$ cat src/rtl/iob_layer_sequencer.sv
// Map-buffer sequencer: ECG load phase, then per-layer read streaming and write counting
// for layers 1..LAST_LAYER. The layer index bit0 selects the ping-pong bank.
module iob_layer_sequencer #(
   parameter int ADDR_W     = 13,
   parameter int LAST_LAYER = 8
) (
   input  logic              clk_cal,
   input  logic              rst_cal_n,
   input  logic              start,
   input  logic [ADDR_W-1:0] ecg_len,
   input  logic [ADDR_W-1:0] rd_len,
   input  logic [ADDR_W-1:0] wr_len,
   input  logic              wr_vld,
   input  logic              rd_rdy,
   output logic [3:0]        nn_layer_cnt,
   output logic              SPI_start,
   output logic [ADDR_W-1:0] wr_addr,
   output logic [ADDR_W-1:0] rd_addr,
   output logic              Mem_Data_Ivld,
   output logic              layer_start,
   output logic              busy,
   output logic              done,
   output logic              err_ovf,
   output logic [2:0]        state_dbg
);

   // Handshake: a write beat is one cycle of wr_vld addressed by the same-cycle wr_addr;
   // a read is requested by rd_rdy in cycle n and presented as Mem_Data_Ivld/rd_addr in n+1.

   typedef enum logic [2:0] {
      S_IDLE = 3'd0,
      S_LOAD = 3'd1,
      S_INIT = 3'd2,
      S_RUN  = 3'd3,
      S_DONE = 3'd4
   } state_t;

   localparam logic [3:0]        LAST_IDX = 4'(LAST_LAYER);
   localparam logic [ADDR_W-1:0] ADDR_ONE = ADDR_W'(1);

   state_t            state;
   state_t            state_nxt;

   logic [ADDR_W-1:0] wr_cnt;
   logic [ADDR_W-1:0] rd_cnt;
   logic [ADDR_W-1:0] ecg_len_q;
   logic [ADDR_W-1:0] rd_len_q;
   logic [ADDR_W-1:0] wr_len_q;

   logic [ADDR_W-1:0] wr_lim;
   logic              wr_open;
   logic              wr_take;
   logic              wr_ovf;
   logic              rd_take;
   logic              start_ok;
   logic              load_end;
   logic              run_end;
   logic              last_layer;

   // The write limit depends on the phase: ECG length while loading, layer length while running.
   assign wr_lim     = (state == S_LOAD) ? ecg_len_q : wr_len_q;
   assign wr_open    = ((state == S_LOAD) || (state == S_RUN)) && (wr_cnt < wr_lim);
   assign wr_take    = wr_vld && wr_open;
   assign wr_ovf     = wr_vld && !wr_open;
   assign rd_take    = (state == S_RUN) && rd_rdy && (rd_cnt < rd_len_q);
   assign start_ok   = (state == S_IDLE) && start;
   assign load_end   = (state == S_LOAD) && (wr_cnt == ecg_len_q);
   assign last_layer = (nn_layer_cnt == LAST_IDX);
   // A read still in flight keeps the layer open until it has been presented.
   assign run_end    = (state == S_RUN) && (rd_cnt == rd_len_q) &&
                       (wr_cnt == wr_len_q) && !Mem_Data_Ivld;

   assign wr_addr    = wr_cnt;
   assign state_dbg  = state;

   always_ff @(posedge clk_cal or negedge rst_cal_n) begin
      if (!rst_cal_n) begin
         state <= S_IDLE;
      end else begin
         state <= state_nxt;
      end
   end

   always_comb begin
      state_nxt   = state;
      SPI_start   = 1'b0;
      layer_start = 1'b0;
      done        = 1'b0;
      busy        = 1'b1;
      case (state)
         S_IDLE: begin
            busy = 1'b0;
            if (start) begin
               state_nxt = S_LOAD;
            end
         end
         S_LOAD: begin
            SPI_start = 1'b1;
            if (load_end) begin
               state_nxt = S_INIT;
            end
         end
         S_INIT: begin
            layer_start = 1'b1;
            state_nxt   = S_RUN;
         end
         S_RUN: begin
            if (run_end) begin
               state_nxt = last_layer ? S_DONE : S_INIT;
            end
         end
         S_DONE: begin
            done      = 1'b1;
            state_nxt = S_IDLE;
         end
         default: begin
            state_nxt = S_IDLE;
         end
      endcase
   end

   always_ff @(posedge clk_cal or negedge rst_cal_n) begin
      if (!rst_cal_n) begin
         nn_layer_cnt <= 4'd0;
         ecg_len_q    <= '0;
         rd_len_q     <= '0;
         wr_len_q     <= '0;
      end else begin
         case (state)
            S_IDLE: begin
               if (start) begin
                  ecg_len_q    <= ecg_len;
                  nn_layer_cnt <= 4'd0;
               end
            end
            S_LOAD: begin
               if (load_end) begin
                  nn_layer_cnt <= 4'd1;
               end
            end
            S_INIT: begin
               rd_len_q <= rd_len;
               wr_len_q <= wr_len;
            end
            S_RUN: begin
               if (run_end && !last_layer) begin
                  nn_layer_cnt <= nn_layer_cnt + 4'd1;
               end
            end
            S_DONE: begin
               nn_layer_cnt <= 4'd0;
            end
            default: begin
               nn_layer_cnt <= 4'd0;
            end
         endcase
      end
   end

   // Counters clear on accepted start and on every INIT; overflowing beats leave wr_cnt alone.
   always_ff @(posedge clk_cal or negedge rst_cal_n) begin
      if (!rst_cal_n) begin
         wr_cnt <= '0;
      end else if (start_ok || (state == S_INIT)) begin
         wr_cnt <= '0;
      end else if (wr_take) begin
         wr_cnt <= wr_cnt + ADDR_ONE;
      end
   end

   always_ff @(posedge clk_cal or negedge rst_cal_n) begin
      if (!rst_cal_n) begin
         rd_cnt        <= '0;
         rd_addr       <= '0;
         Mem_Data_Ivld <= 1'b0;
      end else begin
         Mem_Data_Ivld <= rd_take;
         if (start_ok || (state == S_INIT)) begin
            rd_cnt <= '0;
         end else if (rd_take) begin
            rd_cnt  <= rd_cnt + ADDR_ONE;
            rd_addr <= rd_cnt;
         end
      end
   end

   always_ff @(posedge clk_cal or negedge rst_cal_n) begin
      if (!rst_cal_n) begin
         err_ovf <= 1'b0;
      end else if (start_ok) begin
         err_ovf <= 1'b0;
      end else if (wr_ovf) begin
         err_ovf <= 1'b1;
      end
   end

endmodule

$ cat config.mk
export PLATFORM = sky130hd
export DESIGN_NAME = iob_layer_sequencer
export DESIGN_NICKNAME = d
export VERILOG_FILES = /design/src/rtl/iob_layer_sequencer.sv
export SDC_FILE = /design/constraint.sdc
export NUM_CORES = 1
export LEC_CHECK = 0
export CORE_MARGIN = 2
export CORE_UTILIZATION = 59
export CTS_BUF_LIST = sky130_fd_sc_hd__clkbuf_8
export DETAILED_ROUTE_END_ITERATION = 12
export HOLD_SLACK_MARGIN = 0.12
export PLACE_DENSITY = 0.87
export SYNTH_ARGS = -nofsm -noshare
export SYNTH_HDL_FRONTEND = slang
export SYNTH_SLANG_ARGS = --single-unit
$ cat constraint.sdc
create_clock -name clk_cal -period 5.4 [get_ports clk_cal]
set_clock_uncertainty 0.15 [all_clocks]
set_input_delay 1.35 -clock clk_cal [delete_from_list [all_inputs] [get_ports clk_cal]]
set_output_delay 1.35 -clock clk_cal [all_outputs]
set_load 0.005 [all_outputs]
=== Word-level counts from Yosys, hierarchy flattened ===
Cells that the tools add are included.

* Add/sub/neg operators: 3
* Bitwise logic cells: 2
* Equality and inequality tests: 12
* Multiplexer cells: 20
* Order comparisons: 2
* Reductions and logical operators: 24

{| class="wikitable"
|+ Operators by type and width
! kind !! count
|-
| 13-bit 2-to-1 mux || 5
|-
| 13-bit equality test || 3
|-
| 13-bit by 1-bit adder with 13-bit output, second input constant || 2
|-
| 13-bit less-than comparator || 2
|-
| 4-bit case mux with 4 select lines || 1
|-
| 3-bit 2-to-1 mux || 4
|-
| 4-bit 2-to-1 mux || 3
|-
| 3-bit case mux with 4 select lines || 1
|-
| 1-bit logical AND || 11
|-
| 3-bit by 2-bit equality test with 1-bit output, second input constant || 2
|-
| 1-bit 2-to-1 mux || 6
|-
| 2-bit != test, second input constant || 3
|-
| 2-bit nonzero test || 3
|-
| 4-bit by 1-bit adder with 4-bit output, second input constant || 1
|-
| 4-bit equality test, second input constant || 1
|-
| 2-bit AND reduction || 2
|-
| 4-bit AND reduction || 1
|-
| 3-bit by 1-bit equality test with 1-bit output, second input constant || 1
|-
| 3-bit equality test, second input constant || 1
|-
| 1-bit logical NOT || 3
|-
| 3-bit logical NOT || 1
|-
| 3-bit AND reduction || 1
|-
| 1-bit logical OR || 2
|-
| 2-bit by 1-bit != test with 1-bit output, second input constant || 1
|-
| 1-bit NOT || 2
|}

* Bits in registers: 87
* Input bits: 44
* Logic and storage cells: 73
* Output and inout bits: 39

=== Longest topological paths before layout ===
Gate-level depths: netlist (run 1).

* Depth in word-level cells: 8
* Gate-level depth with buffers: 12

=== Least setup slack after synthesis (run 1) ===
OpenSTA, ideal clock, no wires.

* Path kind: register to register
* Start point: register state[2] (netlist: state_dbg[2])
* End point: register wr_cnt[6] (netlist: wr_addr[6])
* Path buffers: 2
* Stages on the path, launching flop included: 12
* Setup slack: 1.791 ns
* Arrival: 3.381 ns
* Data required time: 5.172 ns
* Library setup time: 0.078 ns
* Cells stage by stage: dfrtp_1 -> nor3b_4 -> clkbuf_1 -> mux2i_1 -> ha_1 -> a21o_1 -> a21o_1 -> a221oi_1 -> o211ai_1 -> clkbuf_1 -> or4_1 -> a21oi_1

* Longest elaborated chain between the ends: 6
* Elaborated cells on any way between the ends: 13
* Classes of those cells: order compare: 1; eq/ne: 3; mux: 2; reduce/logical: 7

{| class="wikitable"
|+ Ends and longest elaborated chain
! item !! RTL line !! source
|-
| start: declaration || 41 || <nowiki>state_t state;</nowiki>
|-
| start signal: assignment || 80 || <nowiki>state <= state_nxt;</nowiki>
|-
| 3-bit by 1-bit equality test with 1-bit output || 61, 62 ||
|-
| 13-bit 2-to-1 mux || 61 || <nowiki>assign wr_lim = (state == S_LOAD) ? ecg_len_q : wr_len_q;</nowiki>
|-
| 13-bit less-than comparator || 62 || <nowiki>assign wr_open = ((state == S_LOAD) || (state == S_RUN)) && (wr_cnt < wr_lim);</nowiki>
|-
| 1-bit logical AND || 62 ||
|-
| 1-bit logical AND || 63 || <nowiki>assign wr_take = wr_vld && wr_open;</nowiki>
|-
| 2-bit nonzero test (no source line) || - ||
|-
| end signal: assignment || 167 || <nowiki>wr_cnt <= wr_cnt + ADDR_ONE;</nowiki>
|-
| end: declaration || 44 || <nowiki>logic [ADDR_W-1:0] wr_cnt;</nowiki>
|}

Several ways; a longest one is shown, not always the timed one.
A chain may end at the register's enable or synchronous reset.

=== Worst setup path after layout (run 1) ===
* Start point: register state[0] (netlist: state_dbg[0])
* End point: output SPI_start

* Longest elaborated chain between the ends: 2

{| class="wikitable"
|+ Ends and longest elaborated chain
! item !! RTL line !! source
|-
| 3-bit by 1-bit equality test with 1-bit output || 90 || <nowiki>case (state)</nowiki>
|-
| 1-bit 2-to-1 mux || 90 ||
|-
| end: declaration || 16 || <nowiki>output logic SPI_start,</nowiki>
|}

No other way between the ends.

==> results of run 1 <==
[flip-flops by register name, summed over array words and instances (netlist names)]
signal / flops
wr_addr: 13
rd_addr: 13
nn_layer_cnt: 4
Mem_Data_Ivld: 1
state_dbg: 3
wr_len_q: 13
rd_len_q: 13
ecg_len_q: 13
err_ovf: 1
rd_cnt: 13
[cells in the final DEF (no fill, tap or decap), drive strengths merged, types with 8 or more instances in the layout]
| master | Yosys | final |
|---|---|---|
| o21ai | 29 | 29 |
| mux2i | 17 | 17 |
| dfrtp | 87 | 87 |
| nor3b | 9 | 9 |
| nor2 | 17 | 17 |
| clkdlybuf4s50 | 0 | 81 |
| xnor2 | 10 | 10 |
| xor2 | 17 | 17 |
| mux2 | 39 | 39 |
| nand2 | 37 | 37 |
| inv | 22 | 24 |
| or4 | 10 | 10 |
| ha | 29 | 29 |
| nand3 | 22 | 22 |
| clkbuf | 17 | 9 |
| a21oi | 21 | 21 |
| or3 | 8 | 8 |
| a21o | 8 | 8 |
[routing by layer]
| layer | vias up | wire length (microns) |
|---|---|---|
| li1 | 1830 | - |
| met1 | 1843 | 4970 |
| met2 | 125 | 5460 |
| met3 | 34 | 657 |
| met4 | 0 | 300 |
| met5 | - | 0 |
[cell usage after synthesis (2+ instances only)]
master    instances
dfrtp_1          87
mux2_2           38
nand2_1          37
ha_1             29
o21ai_0          27
inv_1            22
nand3_1          22
a21oi_1          21
mux2i_1          17
nor2_1           17
xor2_1           17
clkbuf_1         15
xnor2_1          10
nor3b_1           8
or4_1             8
a21o_1            7
o211ai_1          7
o31ai_1           7
or3_1             6
nor3_1            5
a211o_1           4
and3_1            4
nand2b_1          4
nand4_1           4
and2_1            3
buf_6             3
nor4_1            3
nand4b_1          2
or2b_2            2
or3_2             2
[stage by stage]
step                      utilization [%]  instance area, sq um  setup WS, ps
after CTS                            73.8                  6010          1440
final                                73.8                  6010          1430
after detailed placement             71.1                  5790          1530
after global routing                 73.8                  6010          1190
after global placement               71.1                  5790          1630
after floorplan                         -                  4900          1790
[path summary, 6_finish.rpt]
check	endpoint	slack, ps	cells past startpoint
setup / recovery	SPI_start	1430	2
hold / removal	rd_addr[0]$_DFFE_PN0P_	340	2
min in group asynchronous	rd_addr[9]$_DFFE_PN0P_	1020	1
setup reg to reg	wr_addr[6]$_DFFE_PN0P_	1440	10
hold reg to reg	rd_addr[0]$_DFFE_PN0P_	340	2
max in group asynchronous	err_ovf$_DFFE_PN0P_	3360	1
[report_power, final]
group          internal (uW)  switching, uW  leakage (uW)  total, uW
sequential               852            210       0.00111       1060
clock                    262            243      0.000110        505
combinational            527            541       0.00144       1070
total                   1640            994       0.00266       2630
[worst register-to-register path, delay by kind of cell, from the launching register on]
| family | cells | cell delay, ps |
|---|---|---|
| simple gates | 2 | 1410 |
| compound gates | 5 | 990 |
| fa+ha+maj | 1 | 260 |
| buf+inv | 1 | 240 |
| mux | 1 | 290 |
| flops | 1 | 560 |
[cell type report]
cell class                      count  area, sq um
Fill cell                         555         2130
Clock buffer                        9          124
Multi-Input combinational cell    333         2540
Sequential cell                    87         2180
Tap cell                          105          131
Timing Repair Buffer               87          856
Inverter                           22         82.6
Clock inverter                      7         95.1
[cells by family (layout without fill, tap and decap cells)]
logic type      Yosys count  count (layout)  share of synthesized area, %
compound gates           84              84                          11.3
xor+xnor                 27              27                          4.82
fa+ha+maj                29              29                          7.40
buf+inv                  42             125                          3.90
flops                    87              87                          44.4
mux                      56              56                          12.5
simple gates            137             137                          15.7
==> impl_metrics.json, run 1 <==
{
  "outcome": "finished, final reports clean",
  "whs_ps": 337,
  "netlist_instances": 462,
  "fmax_mhz": 252,
  "irDropWorstVdd_v": 0.000235,
  "crit_slowest_cell": "nor3b_4",
  "cp_num_buf_inv": 1,
  "hold_start": "rd_addr[0]$_DFFE_PN0P_",
  "setup_viol": 0,
  "holdBufCountCts": 0,
  "p_per_area_nw_per_um2": 439,
  "grt_pass1_wl_microns": 18400,
  "grt_start_max_net_pins": 88,
  "dieArea_sq_um": 9050,
  "hp-class": "register to register",
  "wl_per_cell_microns": 17.5,
  "yosys.area.top_type": "dfrtp_1",
  "grt.busiest_layer": "met2",
  "start_util_pct": 60.3,
  "syn2layout_area_growth_pct": 22.5,
  "finalHoldViolations": 0,
  "min_period_ps": 3970,
  "critical_path_class": "register to output port",
  "synth.area.top_cells": "dfrtp_1 44%, mux2_2 8.7%, ha_1 7.4%",
  "insertedDiodeCount": 0,
  "maxCapViolations": 0,
  "firstDrtPassIters": 4,
  "arrival_ps": 2470,
  "num_io_pins": 83,
  "yosysWarnings": 0,
  "ant_nets": 0,
  "cellLeakagePower_uw": 0.00266,
  "r2r_start": "state_dbg[0]$_DFFE_PN0P_",
  "worst_pin_slew_ps": 1100,
  "crit_family": "simple AND/OR/NAND/NOR gates",
  "clk_latency_ps": 360,
  "vias": 3832,
  "cts_tree": "done",
  "antenna_found_initial": 0,
  "synth.net_count": 535,
  "synth.distinct_cells": 54,
  "dp.cells": 634,
  "crit_chain": "nor3b_4, clkdlybuf4s50_1",
  "crit_path_max_fanout": 15,
  "grt_util_all_layers_pct": 26.4,
  "cts_buffers": 9,
  "max_stage_delay_ps": 880,
  "cts.sinks": 87,
  "clockRootBuffer": "clkbuf_8",
  "synthFlopType": "dfrtp_1",
  "max_slew_margin_pct": 26.8,
  "required_ps": 3900,
  "drc_errors": 0,
  "synthArstFlopShare_pct": 100,
  "netlist_area_sq_um": 4900,
  "crit_path_end_kind": "output port",
  "grt.overflow.total": 0,
  "nets": 613,
  "rsz0062_at_grt": "false",
  "cts_buffer_depth": 2,
  "p_total_uw": 2630,
  "ys_seq_area_share_pct": 44.4,
  "initialDrtViolationCount": 242,
  "io_buffers": 82,
  "coreArea_sq_um": 8130,
  "totalWireLength_microns": 11400,
  "cts_setup_buffers": 0,
  "ys_seq_elements": 87,
  "place_congestion": 0.895,
  "h-tree-depth": 3,
  "finalCritPeriodShare_pct": 73.5,
  "tns_ps": 0,
  "grtUsageMet3_pct": 5.38,
  "rows": 33,
  "cts_resized": 0,
  "hpwl_microns": 8300,
  "avgViaCountPerCell": 5.90,
  "globalRouteMet1Util_pct": 35.4,
  "start_kind": "register",
  "yosysTopAreaCellShare_pct": 44.4,
  "die_x_microns": 95.2,
  "crit_start": "state_dbg[0]$_DFFE_PN0P_",
  "clk_pin_slew_ps": 90,
  "synth_edf_count": 0,
  "instances_no_fill": 650,
  "slew_viol_final": 0,
  "grt.met2_usage_pct": 41.4,
  "die_h_microns": 95.2,
  "syn_avg_cell_area_sq_um": 10.6,
  "grt_pass1_vias": 3816,
  "drive_gt1_share_pct": 14.7
}
No activity file was read; power rests on OpenSTA's default activity.
==> inputs of run 2 (changes only) <==
--- a/config.mk
+++ b/config.mk
@@ -6,11 +6,11 @@
 export NUM_CORES = 1
 export LEC_CHECK = 0
 export CORE_MARGIN = 2
-export CORE_UTILIZATION = 59
+export CORE_UTILIZATION = 50
 export CTS_BUF_LIST = sky130_fd_sc_hd__clkbuf_8
 export DETAILED_ROUTE_END_ITERATION = 12
 export HOLD_SLACK_MARGIN = 0.12
-export PLACE_DENSITY = 0.87
+export PLACE_DENSITY = 0.79
 export SYNTH_ARGS = -nofsm -noshare
 export SYNTH_HDL_FRONTEND = slang
 export SYNTH_SLANG_ARGS = --single-unit
==> constraint.sdc (replaced) <==
create_clock -name clk_cal -period 3.4 [get_ports clk_cal]
set_clock_uncertainty 0.15 [all_clocks]
set_input_delay 0.85 -clock clk_cal [delete_from_list [all_inputs] [get_ports clk_cal]]
set_output_delay 0.85 -clock clk_cal [all_outputs]
set_load 0.005 [all_outputs]
==> run 2 against run 1 <==
Net effect:
- critical path depth grew 9
- die area is 17% higher
- largest power group unchanged
- critical path type is now register to register
- critical endpoint is now wr_addr[5]$_DFFE_PN0P_
- clock power is 34% higher
- register-to-register slack worse by 1400 ps
- hold slack gained 15 ps
==> impl_metrics.json, run 2 (synthesized netlist as in run 1, its figures left out) <==
{
  "outcome": "finished, final reports clean",
  "finalCritPeriodShare_pct": 97.5,
  "initialDrtViolationCount": 191,
  "cts_tree": "done",
  "drive_gt1_share_pct": 17.5,
  "critPathMostFrequentCell": "a21o_1",
  "grt.busiest_layer": "met2",
  "dieArea_sq_um": 10600,
  "irDropWorstVdd_v": 0.000347,
  "grt.overflow.total": 0,
  "final_cell_mix": "87 x dfrtp_1, 81 x clkdlybuf4s50_1, 38 x mux2_2",
  "avgViaCountPerCell": 5.63,
  "nets": 628,
  "clk_pin_slew_ps": 80,
  "start_util_pct": 50.9,
  "finalHoldViolations": 0,
  "arrival_ps": 3460,
  "h-tree-depth": 3,
  "grt.met2_usage_pct": 36.2,
  "io_buffers": 82,
  "setup_viol": 0,
  "syn2layout_area_growth_pct": 26.2,
  "whs_ps": 352,
  "hpwl_microns": 8620,
  "vias": 3902,
  "cts.sinks": 87,
  "cts_buffer_depth": 2,
  "grt_pass1_wl_microns": 18800,
  "critical_path_class": "register to register",
  "required_ps": 3550,
  "antenna_found_initial": 0,
  "max_slew_margin_pct": 52.0,
  "crit_slowest_cell": "or4_1",
  "die_x_microns": 103,
  "holdBufCountCts": 0,
  "fmax_mhz": 302,
  "place_congestion": 0.864,
  "num_io_pins": 83,
  "worst_pin_slew_ps": 720,
  "cellLeakagePower_uw": 0.00273,
  "start_kind": "register",
  "grt_util_all_layers_pct": 23.0,
  "p_total_uw": 4160,
  "globalRouteMet1Util_pct": 31.9,
  "insertedDiodeCount": 0,
  "hp-class": "register to register",
  "min_period_ps": 3320,
  "firstDrtPassIters": 5,
  "cts_buffers": 9,
  "postLayoutCoreUtil_pct": 64.2,
  "clockRootBuffer": "clkbuf_8",
  "slew_viol_final": 0,
  "final_common_cell": "dfrtp_1",
  "die_h_microns": 103,
  "coreArea_sq_um": 9640,
  "crit_chain": "nor3b_4, buf_4, mux2i_1, ha_1, a21o_1, a21o_1, a221oi_2, o211ai_1, clkbuf_16, or4_1, a21oi_2",
  "ant_nets": 0,
  "max_stage_delay_ps": 520,
  "maxCapViolations": 0,
  "grtUsageMet3_pct": 4.27,
  "grt_pass1_vias": 3875,
  "tns_ps": 0,
  "wl_per_cell_microns": 17.0,
  "rows": 36,
  "drc_errors": 0,
  "crit_path_end_kind": "register",
  "crit_path_max_fanout": 9,
  "p_per_area_nw_per_um2": 673,
  "grt_start_max_net_pins": 58,
  "totalWireLength_microns": 11800,
  "clk_latency_ps": 370
}
-- run 2: cell type report --
class	count	area, sq um
clock inverters	6	45.0
fillers	777	3450
inverters	22	82.6
clock buffers	10	138
repair buffers	102	1020
flip-flops and latches	87	2180
well taps	133	166
multi-input cells	333	2550
-- run 2: per-layer routing --
layer,vias up,part of all wire [%]
met4,0,1.6
met2,125,48
li1,1853,-
met1,1908,45
met3,16,5.3
met5,-,0
-- run 2: what timing repair did --
action / in CTS / in global routing
resized for setup: 0 / 7
setup endpoints to repair: 0 / 3
buffers inserted: 0 / 4
endpoints found under the hold margin: 0 / 0
-- run 2: final timing paths --
path	startpoint	cells after the start	endpoint	slack (ps)
setup / recovery	state_dbg[1]$_DFFE_PN0P_	11	wr_addr[5]$_DFFE_PN0P_	80
hold / removal	rd_addr[11]$_DFFE_PN0P_	2	rd_addr[11]$_DFFE_PN0P_	350
setup reg to reg	state_dbg[1]$_DFFE_PN0P_	11	wr_addr[5]$_DFFE_PN0P_	80
hold reg to reg	rd_addr[11]$_DFFE_PN0P_	2	rd_addr[11]$_DFFE_PN0P_	350
max in group asynchronous	rst_cal_n	2	nn_layer_cnt[1]$_DFFE_PN0P_	2090
min in group asynchronous	rst_cal_n	1	rd_addr[2]$_DFFE_PN0P_	370
-- run 2: metrics by stage --
step	worst slack, ps	cells	area [sq um]
finish	84.5	693	6190
detailed placement	113	672	5930
global route	-56.6	693	6190
CTS	102	688	6120
global placement	278	672	5930
floorplan	13.5	462	4910
-- run 2: worst max-delay path: cells and delay by family, from the launching register on --
kind / cells / cell delay (ps)
compound gates: 5 / 1010
fa+ha+maj: 1 / 270
buf+inv: 2 / 370
flops: 1 / 430
mux: 1 / 180
simple gates: 2 / 840
-- run 2: power breakdown --
| part | internal [uW] | switching [uW] | leakage [uW] |
|---|---|---|---|
| registers | 1350 | 336 | 0.00111 |
| logic | 927 | 868 | 0.00153 |
| clock network | 288 | 390 | 0.0000849 |
